==> src/rtl/riscv_pkg.sv <==
// Shared RV32M divider definitions: datapath widths, operation encoding and
// the architecturally defined special-case results.
package riscv_pkg;

  localparam int XLEN   = 32;
  localparam int ADDR_W = 5;
  localparam int CNT_W  = $clog2(XLEN) + 1;

  typedef enum logic [1:0] {
    DIV  = 2'd0,
    DIVU = 2'd1,
    REM  = 2'd2,
    REMU = 2'd3
  } div_op_t;

  localparam logic [XLEN-1:0] DIV_BY_ZERO_Q = '1;
  localparam logic [XLEN-1:0] INT_MIN       = {1'b1, {XLEN-1{1'b0}}};

  function automatic logic is_signed_op(input div_op_t op);
    return (op == DIV) || (op == REM);
  endfunction

  function automatic logic is_div_op(input div_op_t op);
    return (op == DIV) || (op == DIVU);
  endfunction

endpackage

==> src/rtl/div_step.sv <==
// One restoring-division step: shift {rem,quo} left, subtract the divisor,
// and keep the difference only when it does not go negative.
module div_step #(
  parameter int XLEN = 32
) (
  input  logic [XLEN-1:0] rem_in,
  input  logic [XLEN-1:0] quo_in,
  input  logic [XLEN-1:0] divisor,
  output logic [XLEN-1:0] rem_out,
  output logic [XLEN-1:0] quo_out
);

  logic [XLEN:0] rem_shift;
  logic [XLEN:0] trial;

  // The partial remainder stays below the divisor, so the shifted value needs
  // only one extra bit and trial[XLEN] acts as the borrow/sign flag.
  always_comb begin
    rem_shift = {rem_in, quo_in[XLEN-1]};
    trial     = rem_shift - {1'b0, divisor};
    if (!trial[XLEN]) begin
      rem_out = trial[XLEN-1:0];
      quo_out = {quo_in[XLEN-2:0], 1'b1};
    end else begin
      rem_out = rem_shift[XLEN-1:0];
      quo_out = {quo_in[XLEN-2:0], 1'b0};
    end
  end

endmodule

==> src/rtl/mdu_divider.sv <==
// Iterative RV32M DIV/DIVU/REM/REMU unit with fixed latency: operands are made
// unsigned on entry, XLEN restoring steps run, then sign and special cases fix up.
module mdu_divider
  import riscv_pkg::*;
(
  input  logic              clk,
  input  logic              rst_n,
  input  logic              start,
  input  logic              flush,
  input  logic [1:0]        op,
  input  logic [XLEN-1:0]   operand_a,
  input  logic [XLEN-1:0]   operand_b,
  input  logic [ADDR_W-1:0] rd_addr_in,
  output logic              busy,
  output logic              done,
  output logic              write_enable,
  output logic [ADDR_W-1:0] rd_addr_out,
  output logic [XLEN-1:0]   result
);

  typedef enum logic [1:0] {S_IDLE, S_CALC, S_FINISH} state_t;

  localparam logic [CNT_W-1:0] LAST_STEP = CNT_W'(XLEN - 1);

  state_t              state_q, state_d;
  div_op_t             op_q, op_d;
  logic [ADDR_W-1:0]   rd_q, rd_d;
  logic [XLEN-1:0]     divisor_q, divisor_d;
  logic [XLEN-1:0]     rem_q, rem_d;
  logic [XLEN-1:0]     quo_q, quo_d;
  logic [XLEN-1:0]     result_q, result_d;
  logic [CNT_W-1:0]    count_q, count_d;
  logic                neg_quo_q, neg_quo_d;
  logic                neg_rem_q, neg_rem_d;
  logic                div_zero_q, div_zero_d;
  logic                ovf_q, ovf_d;

  div_op_t             op_in;
  logic                a_neg, b_neg;
  logic [XLEN-1:0]     step_rem, step_quo;
  logic [XLEN-1:0]     quo_fix, rem_fix, final_res;

  div_step #(.XLEN(XLEN)) u_step (
    .rem_in  (rem_q),
    .quo_in  (quo_q),
    .divisor (divisor_q),
    .rem_out (step_rem),
    .quo_out (step_quo)
  );

  assign op_in = div_op_t'(op);
  assign a_neg = is_signed_op(op_in) & operand_a[XLEN-1];
  assign b_neg = is_signed_op(op_in) & operand_b[XLEN-1];

  // Remainder follows the dividend sign; with a zero divisor the magnitude is |a|,
  // so the restored sign reproduces operand_a exactly.
  always_comb begin
    quo_fix = neg_quo_q ? -quo_q : quo_q;
    rem_fix = neg_rem_q ? -rem_q : rem_q;
    if (div_zero_q) begin
      quo_fix = DIV_BY_ZERO_Q;
    end else if (ovf_q) begin
      quo_fix = INT_MIN;
      rem_fix = '0;
    end
    final_res = is_div_op(op_q) ? quo_fix : rem_fix;
  end

  always_comb begin
    // NOTE: every next-state signal gets its hold value first so no path leaves it unassigned (no latches).
    state_d    = state_q;
    op_d       = op_q;
    rd_d       = rd_q;
    divisor_d  = divisor_q;
    rem_d      = rem_q;
    quo_d      = quo_q;
    result_d   = result_q;
    count_d    = count_q;
    neg_quo_d  = neg_quo_q;
    neg_rem_d  = neg_rem_q;
    div_zero_d = div_zero_q;
    ovf_d      = ovf_q;

    unique case (state_q)
      S_IDLE: begin
        if (start && !flush) begin
          op_d       = op_in;
          rd_d       = rd_addr_in;
          quo_d      = a_neg ? -operand_a : operand_a;
          divisor_d  = b_neg ? -operand_b : operand_b;
          rem_d      = '0;
          count_d    = '0;
          neg_quo_d  = a_neg ^ b_neg;
          neg_rem_d  = a_neg;
          div_zero_d = (operand_b == '0);
          ovf_d      = is_signed_op(op_in) && (operand_a == INT_MIN) && (operand_b == '1);
          state_d    = S_CALC;
        end
      end
      S_CALC: begin
        if (flush) begin
          state_d = S_IDLE;
        end else begin
          rem_d   = step_rem;
          quo_d   = step_quo;
          count_d = count_q + 1'b1;
          if (count_q == LAST_STEP) state_d = S_FINISH;
        end
      end
      S_FINISH: begin
        state_d = S_IDLE;
        if (!flush) result_d = final_res;
      end
      default: state_d = S_IDLE;
    endcase
  end

  always_ff @(posedge clk or negedge rst_n) begin
    if (!rst_n) begin
      state_q    <= S_IDLE;
      op_q       <= DIV;
      rd_q       <= '0;
      divisor_q  <= '0;
      rem_q      <= '0;
      quo_q      <= '0;
      result_q   <= '0;
      count_q    <= '0;
      neg_quo_q  <= 1'b0;
      neg_rem_q  <= 1'b0;
      div_zero_q <= 1'b0;
      ovf_q      <= 1'b0;
    end else begin
      // NOTE: non-blocking assignments so every register samples pre-edge values.
      state_q    <= state_d;
      op_q       <= op_d;
      rd_q       <= rd_d;
      divisor_q  <= divisor_d;
      rem_q      <= rem_d;
      quo_q      <= quo_d;
      result_q   <= result_d;
      count_q    <= count_d;
      neg_quo_q  <= neg_quo_d;
      neg_rem_q  <= neg_rem_d;
      div_zero_q <= div_zero_d;
      ovf_q      <= ovf_d;
    end
  end

  // The result is shown live during the done cycle, then held from result_q.
  assign done         = (state_q == S_FINISH) && !flush;
  assign busy         = (state_q != S_IDLE);
  assign write_enable = done && (rd_q != '0);
  assign rd_addr_out  = rd_q;
  assign result       = done ? final_res : result_q;

endmodule
==> config.mk <==
export PLATFORM = sky130hd
export DESIGN_NAME = mdu_divider
export DESIGN_NICKNAME = d
export VERILOG_FILES = /design/src/rtl/riscv_pkg.sv /design/src/rtl/div_step.sv /design/src/rtl/mdu_divider.sv
export SDC_FILE = /design/constraint.sdc
export NUM_CORES = 1
export LEC_CHECK = 0
export ABC_AREA = 1
export CAP_MARGIN = 25
export CORE_MARGIN = 4
export CORE_UTILIZATION = 40
export CTS_CLUSTER_DIAMETER = 150
export DETAILED_ROUTE_END_ITERATION = 10
export PLACE_DENSITY = 0.71
export RECOVER_POWER = 100
export SLEW_MARGIN = 20
export SYNTH_ARGS = -nofsm -noshare
export SYNTH_HDL_FRONTEND = slang
export SYNTH_SLANG_ARGS = --single-unit
==> constraint.sdc <==
create_clock -name clk -period 2.1 [get_ports clk]
set_clock_uncertainty 0.05 [all_clocks]
set_input_delay 0.42 -clock clk [delete_from_list [all_inputs] [get_ports clk]]
set_output_delay 0.42 -clock clk [all_outputs]
set_load 0.01 [all_outputs]
==> results.md, run 1 <==
* Status: complete, but fails checks
* Failing checks: setup timing
* Area Overhead vs Synth at 64.5%
* Layout cell share with drive strength beyond 1 at 0.359
* Sequential cell area fraction in the yosys report at 0.276
* Most used DFF post-synth: dfrtp_1
* Cts bufs inserted at 17
* Routed met1 length at between 20000 and 25000 um
* Pre-antenna DRT Iters at 8
* Largest net degree at the start of global routing at between 40 and 50
* RSZ-0062 raised after global routing: yes
* FF-to-FF path depth at 18
* Max Slew Vio Count at 0
* Area of the multi-input gates at approximately 10000 um^2
* Startpoint type of the worst setup path: flop
* GP Congestion at 0.984
* Ys async rst share at 1.00
* Worst hold path type: flop to flop
* Yosys synthesis warning count at 0
* Minimum clock period at just under 3 ns
* Via density per instance at around 5.3
* Rel. slew slack at 0.189
* Critical Path End Type: primary output
* # IOs at between 100 and 150
* Pwr Total at 27.7 mW
* Pre-CTS setup slack at -0.799 ns
* Reg2reg end: rem_q[18]
* Htree depth at 4
* CP Class: flop to primary output
* Pwr dens at between 1000 and 1500 nW/um^2
* Clk slew on worst S/H paths at about 0.070 ns
* Maxcap violations at 0
* Clock sinks at approximately 150
* Die width at 190 um
* Total gr overflow at 0
* Actual slew at the worst max-slew pin at between 1 and 1.5 ns
* Initial antenna violation count at 0
* PortBufs at roughly 110
* Mapped cell area at roughly 13000 um^2
* Leakage at 11.4 nW
* Hold Path Stages at 2
* HPWL Detailed at around 41000 um
* Cells after Synth at 2161
* Worst Hold End: result_q[21]
* Die area at about 36000 um^2
* Critical path arrival at between 2 and 2.5 ns
* Synthesized area per cell at 6.12 um^2
* DR top layer: met4
* Netlist cell types at 57
* Antenna Nets Post-Route at 0
* Most frequent cells in the layout: 618 x nand2_1, 488 x buf_4, 255 x inv_1
* Max VDD drop at 0.995 mV
* Clock Latency Late Sink at about 0.46 ns
* Met2 wire length at approximately 26000 um
* Final hold slack at between 0.4 and 0.5 ns
* # diodes at 0
* Routed WL per cell at approximately 18 um
* Fillcell total at roughly 2.7k
* Final Setup Violations at 70
* Die Y-Extent at approximately 190 um
* Worst reg2reg setup slack at -0.38 ns
* Std cell rows at 66
* Vias in the first global route at about 17k
* Most common cell after layout, fill and taps aside: nand2_1
* Core area at between 30000 and 40000 um^2
* Fin crit share at 1.40
* Hold Vio Cnt, Final at 0
* Vias at between 15k and 20k
* Routed wire length at around 58000 um
* WL met3 at a little over 4000 um
* Iter 0 DRT Violations at roughly 1.8k
* Register area at between 3000 and 4000 um^2
* Worst setup margin at -0.841 ns
* Residual DRC count at 0
* Worst path required time at 1.63 ns
* Bufs on Longest Clock Path at 2
* HP Start: result_q[21]
* CP max FO at 3
* Number of synthesized register bits at ~150
* Worst r2r src: quo_q[31]
* Post-Syn Nets at 2275
* EDFF count, synth at 0
* TritonCTS clock tree: done
* FMAX at 340 MHz
* CTS Root Cell: clkbuf_16
* Fin nets at ~2.9k
* Initial cell density of the core at 0.406
* First-pass GRT wire length at approximately 87000 um
* TNS Setup at -33.90 ns
* Total track usage at 0.301
## where the power goes
| group | switching, mW | leakage [nW] | total, mW | internal [mW] |
|---|---|---|---|---|
| logic | 11.1 | 9.18 | 20.5 | 9.43 |
| clock network | 1.32 | 0.302 | 3.39 | 2.07 |
| registers | 0.421 | 1.89 | 3.78 | 3.36 |
## Yosys cell counts (4+ instances only)
master | instances | area [um^2]
a22oi_1 | 7 | 52.6
o21bai_1 | 7 | 52.6
o22ai_1 | 5 | 31.3
nand3b_1 | 10 | 75.1
or2_2 | 4 | 25.0
nor2_2 | 5 | 31.3
nor2_1 | 218 | 818
dfrtp_1 | 146 | 3650
nand2_2 | 41 | 257
xor2_1 | 29 | 254
nand3_1 | 200 | 1000
a21oi_1 | 75 | 375
inv_1 | 277 | 1040
o211ai_1 | 13 | 97.6
o21a_1 | 6 | 45.0
nor3_1 | 28 | 140
xnor2_1 | 14 | 123
ha_1 | 38 | 475
inv_2 | 6 | 22.5
clkbuf_1 | 30 | 113
buf_2 | 18 | 90.1
nand4_1 | 44 | 275
nand2_1 | 698 | 2620
and2_1 | 5 | 31.3
o21ai_0 | 156 | 781
buf_1 | 7 | 26.3
nand3_2 | 21 | 210
nand2_4 | 4 | 45.0
## layer usage
metal  up-vias  global-route usage
met2       753               0.476
li1       8293                   -
met5         -                   0
met3       163              0.0472
met1      8225               0.420
met4         0               0.105
## what timing repair did
action | CTS | global route
endpoints found under the hold margin | 40 | 0
hold buffers | 1 | 0
gates resized for setup | 436 | 181
gates cloned | 9 | 0
pin swaps | 112 | 115
endpoints found under the setup margin | 68 | 84
buffers inserted | 59 | 27
## worst max-delay path by stage
stage / startpoint / slack (ns) / endpoint / depth (start not counted)
floorplan: divisor_q[0] / -0.03 / rem_q[27] / 17
global placement: flush / -0.73 / result[23] / 6
detailed placement: flush / -0.80 / result[27] / 6
CTS: quo_q[0] / -0.75 / result[18] / 14
global route: rem_q[12] / -0.95 / result[31] / 13
finish: rem_q[12] / -0.84 / result[31] / 13
## logic make-up after synthesis
family | Yosys count | share of synthesized area
buffers and inverters | 347 | 0.105
and+or+nand+nor | 1292 | 0.428
adders and majority gates | 39 | 0.0375
AOI/OAI and AO/OA | 294 | 0.125
DFF | 146 | 0.276
xor gates and xnor gates | 43 | 0.0285
## sequential cells by signal, indices dropped and copies added (netlist names)
| signal | count |
|---|---|
| count_q | 6 |
| div_zero_q | 1 |
| divisor_q | 32 |
| neg_quo_q | 1 |
| neg_rem_q | 1 |
| op_q | 1 |
| ovf_q | 1 |
| quo_q | 32 |
| rd_addr_out | 5 |
| rem_q | 32 |
| result_q | 32 |
| state_q | 2 |
## critical path, cell delays in order, from the launching register on
cell and delay (ns):
dfrtp_1 0.39, nor2_2 0.14, buf_4 0.12, nand3_1 0.13, nor2_1 0.17, nand2_1 0.11
o21ai_0 0.31, nand2_1 0.10, nand2_1 0.07, nand3_1 0.08, nand2_1 0.11, nand2_1 0.08
nand2_2 0.09, buf_6 0.10
## layout make-up
type                       count  share of cell area
sequential                   146               0.168
inverter                     285              0.0495
clock inverter                 9             0.00707
multi-input combinational   1672               0.454
tap                          442              0.0254
timing repair buffer         697               0.274
clock buffer                  22              0.0218
## through the flow
step	area [um^2]	instances	utilization
2_1_floorplan	13300	2161	-
3_3_place_gp	18700	3157	0.574
6_report	21800	3273	0.669
4_1_cts	21100	3253	0.648
3_5_place_dp	18700	3157	0.574
5_1_grt	21800	3273	0.669
(Power assumes the default switching activity.)
==> run 2, diff against run 1 <==
--- a/config.mk
+++ b/config.mk
@@ -7,11 +7,13 @@
 export LEC_CHECK = 0
 export ABC_AREA = 1
 export CAP_MARGIN = 25
+export CELL_PAD_IN_SITES_DETAIL_PLACEMENT = 0
+export CELL_PAD_IN_SITES_GLOBAL_PLACEMENT = 1
 export CORE_MARGIN = 4
 export CORE_UTILIZATION = 40
 export CTS_CLUSTER_DIAMETER = 150
 export DETAILED_ROUTE_END_ITERATION = 10
-export PLACE_DENSITY = 0.71
+export PLACE_DENSITY = 0.89
 export RECOVER_POWER = 100
 export SLEW_MARGIN = 20
 export SYNTH_ARGS = -nofsm -noshare
==> constraint.sdc (replaced) <==
create_clock -name clk -period 3.1 [get_ports clk]
set_clock_uncertainty 0.05 [all_clocks]
set_input_delay 0.62 -clock clk [delete_from_list [all_inputs] [get_ports clk]]
set_output_delay 0.62 -clock clk [all_outputs]
set_load 0.01 [all_outputs]
==> run 2 against run 1 <==
Against the previous run: the flow finishes with violations (capacitance limit, slew limit); total power shrank 53%; highest routed layer unchanged; via count fell by 16%; clock-buffer cell count decreased by 4; clock power down 33%; utilization decreased by 16 points; register-to-register slack improved by 0.55 ns; largest power group unchanged; combinational power shrank 60%.
==> results.md, run 2 (synthesis results as in run 1) <==
* Status: complete, but fails checks
* Failing checks: capacitance limit, slew limit
* Routed wire length at ~47000 um
* Design area at 16500 um^2
* Via density per instance at 5.22
* Initial cell density of the core at 0.406
* Final core utilization at 0.507
* Htree depth at 4
* Clock Latency Late Sink at 0.46 ns
* GP Congestion at between 0.9 and 1
* Net Sw Power at between 6 and 7 mW
* Critical Path End Type: primary output
* Worst r2r src: rem_q[0]
* Clk slew on worst S/H paths at approximately 0.07 ns
* Initial antenna violation count at 0
* Critical Path Start: neg_rem_q
* # hold bufs at CTS at 0
* Critical path arrival at approximately 2.4 ns
* Worst hold path type: flop to flop
* Max Slew Vio Count at around 120
* Gate power share at 0.622
* Most frequent cells in the layout: 681 x nand2_1, 264 x inv_1, 198 x nor2_1
* Leakage at around 8.6 nW
* Std cell rows at 66
* Placed cells at approximately 2.7k
* Total gr overflow at 0
* Residual DRC count at 0
* Largest net degree at the start of global routing at 71
* Rel. slew slack at -0.276
* Pwr Total at roughly 13 mW
* Minimum clock period at 3.08 ns
* Final hold slack at 0.426 ns
* # IOs at 115
* First-pass GRT wire length at roughly 74000 um
* PortBufs at about 110
* Cell Count, Final, Fillers Out at between 2k and 3k
* Vias at around 15k
* Bufs on Longest Clock Path at 2
* Pwr dens at approximately 790 nW/um^2
* Int Power at about 6.6 mW
* Fin nets at between 2k and 2.5k
* TNS Setup at 0 ns
* Worst path required time at ~2.4 ns
* Final Setup Violations at 0
* Clock sinks at roughly 150
* Layout cell share with drive strength beyond 1 at 0.147
* CP max FO at 7
* CTS Root Cell: clkbuf_16
* Core area at around 33000 um^2
* Maxcap violations at 2
* RSZ-0062 raised after global routing: yes
* HPWL Detailed at around 37000 um
* Die area at 36000 um^2
* Iter 0 DRT Violations at approximately 1.4k
* Seq pwr share at 0.204
* Total track usage at 0.258
* HP Start: result_q[18]
* Pre-antenna DRT Iters at 5
* Vias in the first global route at roughly 14k
* Dpl cell area at 15300 um^2
* FMAX at between 300 and 400 MHz
* Routed WL per cell at 16.7 um
* # diodes at 0
* TritonCTS clock tree: done
* Cts bufs inserted at 17
* Die width at between 150 and 200 um
* Actual slew at the worst max-slew pin at ~1.9 ns
* Worst setup margin at approximately 0.018 ns
* Antenna Nets Post-Route at 0
* Startpoint type of the worst setup path: flop
* Fin crit share at 0.994
* Area Overhead vs Synth at 24.8%
* Switching share of total power at 0.496
* CP Class: flop to primary output
* Die Y-Extent at around 190 um
* Pre-CTS setup slack at -0.138 ns
* Clock share of power at 0.173
* Hold Vio Cnt, Final at 0
* Most common cell after layout, fill and taps aside: nand2_1
* Max VDD drop at just under 0.7 mV
-- run 2: cell count changes in the layout (fill, tap and decap cells not counted), sizes merged --
cell and change:
nand2 -3, dlygate4sd2 +4, buf -478, dlygate4sd3 -2, dlymetal6s2s +1, o21ai -1
clkbuf -3, clkinvlp +4, clkdlybuf4s15 +4, inv +1, clkdlybuf4s50 +6
-- run 2: final timing paths --
kind / end / slack (ns) / depth (start not counted)
max: result[9] / 0.02 / 8
max reg2reg: rem_q[30] / 0.17 / 18
min in group asynchronous: result_q[25] / 0.62 / 1
max in group asynchronous: rem_q[15] / 0.52 / 2
min: result_q[18] / 0.43 / 2
min reg2reg: result_q[18] / 0.43 / 2
-- run 2: area by class of cell --
type	count	area, um^2
clock buffer	18	439
clock inverter	14	200
sequential	146	3670
tap	442	553
timing repair buffer	233	2000
fill	3384	16000
inverter	285	1080
multi-input combinational	1668	8570
-- run 2: power by group through the flow --
stage          Combinational, mW  Clock (mW)  Sequential (mW)
2_1_floorplan               5.14           0             2.57
3_3_place_gp                7.25           0             2.65
3_5_place_dp                7.31           0             2.66
4_1_cts                     7.68        2.29             2.65
5_1_grt                     9.04        2.38             2.71
6_report                    8.15        2.27             2.67
-- run 2: critical path, stage by stage, from the launching register on --
cell	delay (ns)
dfrtp_1	0.53
clkinvlp_4	0.23
buf_4	0.17
buf_4	0.14
o21ai_0	0.17
nand3_1	0.09
a21boi_2	0.19
o21ai_1	0.14
dlygate4sd2_1	0.29
-- run 2: what timing repair did --
| item | in CTS | in global routing |
|---|---|---|
| pin swaps | 17 | 40 |
| buffers inserted | 14 | 21 |
| resized for setup | 135 | 97 |
| endpoints found under the setup margin | 31 | 28 |
-- run 2: per-layer routing --
| metal | track usage | up-vias | part of all wire |
|---|---|---|---|
| met4 | 0.0762 | 0 | 0.025 |
| met3 | 0.0424 | 61 | 0.063 |
| met2 | 0.401 | 478 | 0.45 |
| li1 | - | 7335 | - |
| met1 | 0.369 | 6765 | 0.46 |
| met5 | 0 | - | 0 |
